`src/rtl/rr_onehot_arbiter_if.sv`:
```
// Request/grant bundle between requesters and the round-robin arbiter.
// master = requester side, slave = arbiter side.
interface rr_onehot_arbiter_if;
    logic [7:0] req;
    logic       rel;
    logic [7:0] grant;
    logic [2:0] grant_idx;
    logic       grant_valid;
    logic       timeout;

    modport master (
        output req,
        output rel,
        input  grant,
        input  grant_idx,
        input  grant_valid,
        input  timeout
    );

    modport slave (
        input  req,
        input  rel,
        output grant,
        output grant_idx,
        output grant_valid,
        output timeout
    );
endinterface

```
`src/rtl/rr_onehot_arbiter.sv`:
```
// 8-way round-robin arbiter, registered one-hot + index grant.
// A hold limit revokes a grant held for MAX_HOLD cycles (0 = no limit).
module rr_onehot_arbiter #(
    parameter int MAX_HOLD = 16,
    parameter int CNT_W    = 8
) (
    input  logic               sys_clk,
    input  logic               sys_rst_n,
    rr_onehot_arbiter_if.slave bus
);
    typedef enum logic {IDLE, GRANT} state_t;

    localparam bit HOLD_EN = (MAX_HOLD != 0);
    localparam logic [CNT_W-1:0] HOLD_LAST =
        CNT_W'((MAX_HOLD == 0) ? 0 : MAX_HOLD - 1);

    state_t           state_q, state_d;
    logic             armed_q;
    logic [2:0]       ptr_q, ptr_d;
    logic [CNT_W-1:0] cnt_q, cnt_d;
    logic [7:0]       grant_q, grant_d;
    logic [2:0]       idx_q, idx_d;
    logic             valid_q, valid_d;
    logic             to_q, to_d;

    logic             found;
    logic [2:0]       cand;
    logic [2:0]       win;
    logic             rev;

    // Winner: first requester at or after ptr, wrapping 7 -> 0.
    always_comb begin
        found = 1'b0;
        cand  = ptr_q;
        win   = ptr_q;
        for (int i = 0; i < 8; i++) begin
            cand = ptr_q + 3'(i);
            if (!found && bus.req[cand]) begin
                found = 1'b1;
                win   = cand;
            end
        end
    end

    // Next state: owner release/withdraw beats the hold limit.
    always_comb begin
        state_d = state_q;
        ptr_d   = ptr_q;
        cnt_d   = cnt_q;
        grant_d = grant_q;
        idx_d   = idx_q;
        valid_d = valid_q;
        to_d    = 1'b0;
        rev     = 1'b0;
        unique case (state_q)
            IDLE: begin
                // first edge after reset only settles; arbitration starts next
                if (armed_q && found) begin
                    state_d = GRANT;
                    idx_d   = win;
                    grant_d = 8'd1 << win;
                    valid_d = 1'b1;
                    cnt_d   = '0;
                end
            end
            GRANT: begin
                if (bus.rel || !bus.req[idx_q]) begin
                    rev = 1'b1;
                end else if (HOLD_EN && cnt_q == HOLD_LAST) begin
                    rev  = 1'b1;
                    to_d = 1'b1;
                end else begin
                    cnt_d = cnt_q + CNT_W'(1);
                end
                if (rev) begin
                    state_d = IDLE;
                    grant_d = 8'h00;
                    valid_d = 1'b0;
                    ptr_d   = idx_q + 3'd1;
                end
            end
        endcase
    end

    // State and output registers; reset clears outputs at once.
    always_ff @(posedge sys_clk or negedge sys_rst_n) begin
        if (!sys_rst_n) begin
            state_q <= IDLE;
            armed_q <= 1'b0;
            ptr_q   <= 3'd0;
            cnt_q   <= '0;
            grant_q <= 8'h00;
            idx_q   <= 3'd0;
            valid_q <= 1'b0;
            to_q    <= 1'b0;
        end else begin
            state_q <= state_d;
            armed_q <= 1'b1;
            ptr_q   <= ptr_d;
            cnt_q   <= cnt_d;
            grant_q <= grant_d;
            idx_q   <= idx_d;
            valid_q <= valid_d;
            to_q    <= to_d;
        end
    end

    assign bus.grant       = grant_q;
    assign bus.grant_idx   = idx_q;
    assign bus.grant_valid = valid_q;
    assign bus.timeout     = to_q;
endmodule
```
`src/flat_wrapper.sv`:
```
// flat-port wrapper written by rule: the top's interface ports become plain ports
module rr_onehot_arbiter_flat 
#(
    parameter int MAX_HOLD = 16,
    parameter int CNT_W    = 8
)
  (sys_clk, sys_rst_n, bus_req, bus_rel, bus_grant, bus_grant_idx, bus_grant_valid, bus_timeout);
  rr_onehot_arbiter_if bus_i ();
  input  logic sys_clk;
  input  logic sys_rst_n;
  input wire logic [$bits(bus_i.req)-1:0] bus_req;
  input wire logic [$bits(bus_i.rel)-1:0] bus_rel;
  output wire logic [$bits(bus_i.grant)-1:0] bus_grant;
  output wire logic [$bits(bus_i.grant_idx)-1:0] bus_grant_idx;
  output wire logic [$bits(bus_i.grant_valid)-1:0] bus_grant_valid;
  output wire logic [$bits(bus_i.timeout)-1:0] bus_timeout;
  assign bus_i.req = bus_req;
  assign bus_i.rel = bus_rel;
  assign bus_grant = bus_i.grant;
  assign bus_grant_idx = bus_i.grant_idx;
  assign bus_grant_valid = bus_i.grant_valid;
  assign bus_timeout = bus_i.timeout;
  rr_onehot_arbiter #(.MAX_HOLD(MAX_HOLD), .CNT_W(CNT_W)) u_core (.sys_clk(sys_clk), .sys_rst_n(sys_rst_n), .bus(bus_i));
endmodule
```
`config.mk`:
```
export PLATFORM = sky130hd
export DESIGN_NAME = rr_onehot_arbiter_flat
export DESIGN_NICKNAME = d
export VERILOG_FILES = /design/src/rtl/rr_onehot_arbiter_if.sv /design/src/rtl/rr_onehot_arbiter.sv /design/src/flat_wrapper.sv
export SDC_FILE = /design/constraint.sdc
export NUM_CORES = 1
export LEC_CHECK = 0
export CAP_MARGIN = 20
export CORE_UTILIZATION = 59
export DETAILED_ROUTE_END_ITERATION = 8
export HOLD_SLACK_MARGIN = 0.08
export PLACE_DENSITY = 0.83
export SYNTH_ARGS = -nofsm -noshare
export SYNTH_HDL_FRONTEND = slang
export SYNTH_SLANG_ARGS = --single-unit
```
`constraint.sdc`:
```
create_clock -name sys_clk -period 7.45 [get_ports sys_clk]
set_clock_uncertainty 0.15 [all_clocks]
set_input_delay 1.49 -clock sys_clk [delete_from_list [all_inputs] [get_ports sys_clk]]
set_output_delay 1.49 -clock sys_clk [all_outputs]
set_load 0.03 [all_outputs]
```
# Yosys cells after proc, flatten, opt, wreduce, memory -nomap -nowiden
# Cells that the tools add are included.
word_totals:
  reg_bits: 26
  in_bits: 11
  wordCells: 105
  out_inout_bits: 13
op_classes:
  n_bitwise: 1
  shifts: 1
  n_mux: 51
  reduce_logical: 21
  addsub: 9
  order_cmp: 9
  eq_ne: 5
op_table:
  columns: ["cell", "n"]
  rows:
  - ["2-to-1 mux 8 bit", 5]
  - ["less-than comparator 3 x 4 -> 1 bit (second input constant)", 9]
  - ["case mux 8 bit (2 select lines)", 2]
  - ["binary-select mux 1 bit (select 3 bit)", 9]
  - ["2-to-1 mux 1 bit", 26]
  - ["2-to-1 mux 3 bit", 7]
  - ["adder 3 bit (second input constant)", 4]
  - ["adder 8 x 1 -> 8 bit (second input constant)", 1]
  - ["== test 8 x 4 -> 1 bit (second input constant)", 1]
  - ["logical AND 1 bit", 8]
  - ["zero test 1 bit", 8]
  - ["<< shifter 1 x 3 -> 8 bit (first input constant)", 1]
  - ["adder 3 x 1 -> 3 bit (second input constant)", 2]
  - ["adder 3 x 2 -> 3 bit (second input constant)", 2]
  - ["inequality test 2 bit (second input constant)", 3]
  - ["AND reduction 2 bit", 3]
  - ["case mux 1 bit (2 select lines)", 2]
  - ["AND reduction 3 bit", 1]
  - ["inequality test 2 x 1 -> 1 bit (second input constant)", 1]
  - ["logical OR 1 bit", 1]
  - ["inverter 1 bit", 1]

# Logic depth before layout (Yosys ltp)
# Gate-level depths: netlist of the first run.
depth:
  depth_word: 27
  mapped_depth: 13
  depth_no_buf: 9

# Least setup slack after synthesis of the first run
# Ideal clock, no wire load.
synth_path:
  kind: "in2reg"
  startpoint: "input bus_req[6]"
  endpoint: "register u_core.grant_q[0], in the netlist u_core.bus.grant[0]"
  t_arrival_ns: 3.508
  n_path_buf: 0
  setup_ns: 0.122
  cell_stages: 7
  required_time_ns: 7.178
  path_slack_ns: 3.670
  cell_sequence: "mux4_1 -> mux2i_4 -> and2_4 -> nand3_2 -> o211ai_1 -> mux2_2 -> a32o_1"
synth_between:
  elab_chain_len: 27
  elab_cells_between_ends: 58
  classes_between: "eq/ne (2); shift (1); mux (37); reduce/logical (18)"
synth_rtl:
  columns: ["item", "line", "source"]
  rows:
  - ["start, declared", "flat_wrapper.sv:11", "input wire logic [$bits(bus_i.req)-1:0] bus_req;"]
  - ["binary-select mux 1 bit (select 3 bit)", "rr_onehot_arbiter.sv:38", "if (!found && bus.req[cand]) begin"]
  - ["2-to-1 mux 1 bit (implied by the code)", "rr_onehot_arbiter.sv:38", null]
  - ["2-to-1 mux 1 bit", "rr_onehot_arbiter.sv:38", null]
  - ["zero test 1 bit", "rr_onehot_arbiter.sv:38", null]
  - ["logical AND 1 bit", "rr_onehot_arbiter.sv:38", null]
  - ["2-to-1 mux 1 bit", "rr_onehot_arbiter.sv:38", null]
  - ["zero test 1 bit", "rr_onehot_arbiter.sv:38", null]
  - ["logical AND 1 bit", "rr_onehot_arbiter.sv:38", null]
  - ["[... 11 more ...]", null, null]
  - ["logical AND 1 bit", "rr_onehot_arbiter.sv:38", null]
  - ["2-to-1 mux 1 bit", "rr_onehot_arbiter.sv:38", null]
  - ["zero test 1 bit", "rr_onehot_arbiter.sv:38", null]
  - ["logical AND 1 bit", "rr_onehot_arbiter.sv:38", null]
  - ["2-to-1 mux 3 bit / 2-to-1 mux 1 bit (equally long branches)", "rr_onehot_arbiter.sv:38", null]
  - ["<< shifter 1 x 3 -> 8 bit / logical AND 1 bit (equally long branches)", "rr_onehot_arbiter.sv:61, rr_onehot_arbiter.sv:58", null]
  - ["2-to-1 mux 8 bit / inequality test 2 x 1 -> 1 bit (equally long branches)", null, null]
  - ["case mux 8 bit (2 select lines) / AND reduction 2 bit (equally long branches)", null, null]
  - ["end signal, assigned", "rr_onehot_arbiter.sv:101", "grant_q <= grant_d;"]
  - ["end, declared", "rr_onehot_arbiter.sv:21", "logic [7:0] grant_q, grant_d;"]
# Several ways; a longest one is shown, not always the timed one. The select of a mux whose other input is x is not followed.
# A chain may end at the register's enable or synchronous reset.

# Worst setup path after layout of the first run
layout_path:
  startpoint: "register u_core.ptr_q[1]"
  endpoint: "register u_core.grant_q[3], in the netlist u_core.bus.grant[3]"
layout_between:
  elab_chain_len: 27
  elab_cells_between_ends: 58
  classes_between: "add/sub (7); eq/ne (1); shift (1); mux (33); reduce/logical (16)"
layout_rtl:
  columns: ["item", "line", "source"]
  rows:
  - ["start, declared", "rr_onehot_arbiter.sv:19", "logic [2:0] ptr_q, ptr_d;"]
  - ["start signal, assigned", "rr_onehot_arbiter.sv:99", "ptr_q <= ptr_d;"]
  - ["parallel branches: the longest is 27 deep, another holds adder 3 x 1 -> 3 bit", null, null]
# Several ways; the timed one is not identified. The select of a mux whose other input is x is not followed.

==> impl_metrics.ini, run 1 <==
[outcome]
outcome = finished clean

[worst_setup_path]
worst-setup-path-type = reg -> reg
crit_required_ps = 7570
cp-end-kind = register
crit_path_start_kind = register
arrival_ps = 4350
reg2reg_from = u_core.ptr_q[1]
critPathLaunch = u_core.ptr_q[1]
crit_fanout = 13

[global_route]
grt.overflow.total = 0
busiest_layer = met2
grtUsageMet3_pct = 3.83
grt_start_max_net_pins = 27
grt_first_pass_wirelength_microns = 8510
grt_use_met2_pct = 44.3
grt_pass1_vias = 1745
antenna_found_initial = 0
gr-usage-met1_pct = 39.8
grt_usage_pct = 27.4

[worst_hold_path]
min_from = u_core.bus.grant[6]
hp-class = reg -> reg

[timing]
rsz0062_at_grt = false
max_slew_margin_pct = 37.4
fmax_ghz = 0.237
tightest_slew_ps = 932
setup_viol = 0
hold_viol = 0
min_period_over_period_pct = 56.7
fin_hold_ws_ps = 356
fin_ws_ps = 3230
min_period_ps = 4220
tns_ps = 0
drv_slew = 0

[synth]
synth.distinct_cells = 58
syn_area_sq_um = 2160
ys_seq_area_share_pct = 30.2
yosys_warnings = 0
synthesis.nets = 217
synth_flop_cell = dfrtp_1
ys_seq_elements = 26
synth-edff-count = 0
async_flop_share_pct = 100
synthCells = 202
syn_area_per_cell_sq_um = 10.7

[layout]
diodes = 0
area_growth_pct = 13.1
layout.nets = 240
final_area_sq_um = 2440
drive_gt1_share_pct = 19.6

[floorplanning]
rows = 21
core_area_sq_um = 3420
die_y_microns = 62.5
die-area_sq_um = 3900
initial_utilization_pct = 63.2
die_w_microns = 62.5
pin_count = 24

[cts]
numCtsBuffers = 3
cts.sink_count = 26
post_cts_resize_count = 0
h-tree-depth = 1
cts_tree = done
cts_root_buffer = clkbuf_4
holdBufCountCts = 0
cts-root-to-sink-buffers = 2
post_cts_buffers = 0
worstSkewPairLatency_ps = 320
path_clk_slew_ps = 140

[detailed_routing]
drc = 0
routed_wl_microns = 4970
num_vias = 1788
drt_iter0_markers = 245
ant_nets = 0
wl_per_cell_microns = 18.4
drtPass1Iterations = 4
via_per_inst = 6.62

[placement]
gp_congestion = 0.903
dpl-instance-area_sq_um = 2380
portBuffers = 23
place_hpwl_microns = 3860
pre_cts_ws_ps = 2910

[flow_run]
max_cap_violations = 0
==> metrics by stage <==
stage	util, %	std cells
floorplan	-	202
global placement	69.6	265
detailed placement	69.6	265
CTS	70.6	269
global route	71.4	270
finish	71.4	270
==> worst paths after layout <==
check / to / slack, ps / cells after the start
max: u_core.bus.grant[3] / 3230 / 9
min: u_core.bus.grant[6] / 360 / 1
max reg2reg: u_core.bus.grant[3] / 3230 / 9
min reg2reg: u_core.bus.grant[6] / 360 / 1
max in group asynchronous: u_core.cnt_q[7] / 5360 / 2
min in group asynchronous: u_core.bus.grant[6] / 1330 / 1
==> synthesized netlist by cell type (2+ instances only) <==
cell type   n  share of area [%]
or3_1       5                1.5
o21ai_1     2               0.46
clkbuf_8    2                1.3
nand3_1     6                1.4
o22ai_1     3               0.87
a32o_1     10                4.6
a21oi_1     8                1.9
mux2_2      5                2.6
inv_1       7                1.2
mux2i_4     2                2.1
xor2_1      2               0.81
mux4_2     11                 11
ha_1        4                2.3
xnor2_1     2               0.81
nor2_1     13                2.3
or2_2       2               0.58
mux2i_1    11                5.1
nor3_1      3               0.70
buf_6       4                2.1
nand2b_1    2               0.58
nand2_1    18                3.1
o21ai_0    11                2.6
a31oi_1     3               0.87
o211ai_1    4                1.4
dfrtp_1    26                 30
nand4_1     3               0.87
and2_4      2               0.81
==> logic make-up after synthesis <==
group,share of synthesized area (%)
AO/OA/AOI/OAI,22.2
multiplexers,22.5
adder cells (fa/ha/maj),2.32
buffers and inverters,4.76
XOR/XNOR,2.38
AND/OR/NAND/NOR,15.5
other,0.174
flip-flops,30.2
==> layout by cell type, fill, tap and decap left out, types with 2 or more instances in the layout <==
cell              n
mux4_2           11
nand4_1           3
mux2_2            5
nand3_1           6
o211ai_1          4
mux2i_4           2
inv_1             7
clkbuf_4          3
ha_1              4
dfrtp_1          26
nand2b_1          2
clkdlybuf4s50_1  23
mux2i_1          11
a21oi_1           8
nand2_1          18
o21ai_1           2
o21ai_0          11
xnor2_1           2
nor2_1           13
and2_4            2
a31oi_1           3
xor2_1            2
or3_1             5
nor3_1            3
o22ai_1           3
a32o_1           10
or2_2             2
==> critical path, cell delays in order, from the launching register on <==
cell and delay, ps:
dfrtp_1 710, inv_1 280, ha_1 720, mux4_2 630
mux2i_1 360, nand2_1 180, nor3_2 260, nand4_1 170
a31oi_1 460, a32o_1 240
==> sequential cells by signal (all words and copies together) (netlist names) <==
name	flops
u_core.bus.grant_valid	1
u_core.bus.grant	8
u_core.armed_q	1
u_core.cnt_q	8
u_core.bus.timeout	1
u_core.ptr_q	3
u_core.state_q	1
u_core.bus.grant_idx	3
==> cell type report <==
cell class	instances	area [sq um]
fillers	270	976
well taps	46	57.6
clock buffers	4	36.3
flip-flops and latches	26	651
repair buffers	25	265
inverters	7	26.3
multi-input cells	162	1400
==> metal layers <==
layer / vias up / wire (microns)
li1: 843 / -
met1: 890 / 2260
met2: 51 / 2440
met3: 4 / 245
met4: 0 / 23
met5: - / 0
Power of run 1 is not shown: default switching activity piles up to over one toggle a cycle in this logic, so the estimate is an artifact.
==> run 2, diff against run 1 <==
- CORE_UTILIZATION: 59 -> 57
- PLACE_DENSITY: 0.83 -> 0.81
- clock period: 7.45 -> 3.9 ns (I/O delays scaled with it)
==> run 2 against run 1 <==
  * Sequential share of layout area down 0.68 points
  * First-iteration DRC count is 24% lower
  * Non-clock buffer count grew 6
  * Sequential cell count unchanged
  * Core utilization grew 0.76 points
  * Design area grew 2.6%
==> impl_metrics.ini, run 2 (synthesis results as in run 1) <==
[outcome]
outcome = finished clean

[cts]
cts_root_buffer = clkbuf_8
post_cts_buffers = 0
path_clk_slew_ps = 90
post_cts_resize_count = 0
cts.sink_count = 26
h-tree-depth = 1
cts_tree = done
cts-root-to-sink-buffers = 2
worstSkewPairLatency_ps = 270
numCtsBuffers = 3
holdBufCountCts = 0

[layout]
layout.nets = 246
drive_gt1_share_pct = 21.7
area_growth_pct = 16.1
post-route-util_pct = 72.2
diodes = 0
layout_commonest_cell = dfrtp_1
nFillCells = 261
fin_cells = 276
final_cell_mix = dfrtp_1 (26), clkdlybuf4s50_1 (23), nand2_1 (18), nor2_1 (13)

[worst_setup_path]
crit_path_start_kind = register
arrival_ps = 3600
crit_required_ps = 3910
crit_fanout = 13
worst-setup-path-type = reg -> reg
cp-end-kind = register

[timing]
min_period_ps = 3580
fin_hold_ws_ps = 346
rsz0062_at_grt = false
min_period_over_period_pct = 91.9
hold_viol = 0
setup_viol = 0
tns_ps = 0
drv_slew = 0
fmax_ghz = 0.279
max_slew_margin_pct = 63.0
tightest_slew_ps = 555

[floorplanning]
die_y_microns = 63.5
die-area_sq_um = 4030
rows = 21
pin_count = 24
core_area_sq_um = 3470
initial_utilization_pct = 62.2
die_w_microns = 63.5

[detailed_routing]
ant_nets = 0
routed_wl_microns = 5210
drt_iter0_markers = 186
num_vias = 1869
wl_per_cell_microns = 18.9
via_per_inst = 6.77
drtPass1Iterations = 5
drc = 0

[placement]
place_hpwl_microns = 3870
portBuffers = 23
placed_cells = 271
gp_congestion = 0.958

[global_route]
grt_pass1_vias = 1765
grt.overflow.total = 0
grt_first_pass_wirelength_microns = 8720
grt_use_met2_pct = 46.1
antenna_found_initial = 0
busiest_layer = met2
grt_usage_pct = 27.6
grtUsageMet3_pct = 2.54
gr-usage-met1_pct = 36.4
grt_start_max_net_pins = 27

[flow_run]
max_cap_violations = 0

[worst_hold_path]
hp-class = reg -> reg
-- run 2: cell count changes in the layout (fill, tap and decap cells not counted), sizes merged --
cell | previous run | this run
buf | 2 | 8
-- run 2: stage by stage --
stage,area (sq um),setup slack [ps]
floorplan,2160,506
global placement,2420,209
detailed placement,2420,105
CTS,2480,325
global route,2500,135
finish,2500,316
-- run 2: path summary, 6_finish.rpt --
check	start	slack [ps]	endpoint	cells past startpoint
max	u_core.ptr_q[1]	320	u_core.bus.grant[6]	9
min	u_core.bus.grant_valid	350	u_core.bus.grant_valid	2
max reg2reg	u_core.ptr_q[1]	320	u_core.bus.grant[6]	9
min reg2reg	u_core.bus.grant_valid	350	u_core.bus.grant_valid	2
max in group asynchronous	sys_rst_n	2550	u_core.bus.grant[3]	2
min in group asynchronous	sys_rst_n	630	u_core.cnt_q[3]	1
-- run 2: layout make-up --
class | instances | area, sq um | area share (%)
multi-input cells | 162 | 1400 | 56.1
clock buffers | 4 | 55.1 | 2.20
repair buffers | 31 | 310 | 12.4
flip-flops and latches | 26 | 651 | 26.0
inverters | 7 | 26.3 | 1.05
well taps | 46 | 57.6 | 2.30
-- run 2: per-layer routing --
layer | vias up | share of wire [%]
li1 | 858 | -
met1 | 916 | 41
met2 | 82 | 51
met3 | 13 | 5.2
met4 | 0 | 3.0
met5 | - | 0
-- run 2: critical path: stages, from the launching register on --
cell and delay, ps:
dfrtp_1 360, inv_1 140, ha_1 640, mux4_2 640
mux2_2 330, nor2_4 140, nand3_2 100, o211ai_1 290
mux2_2 420, a32o_1 260
Power of run 2 is left out for the same reason.
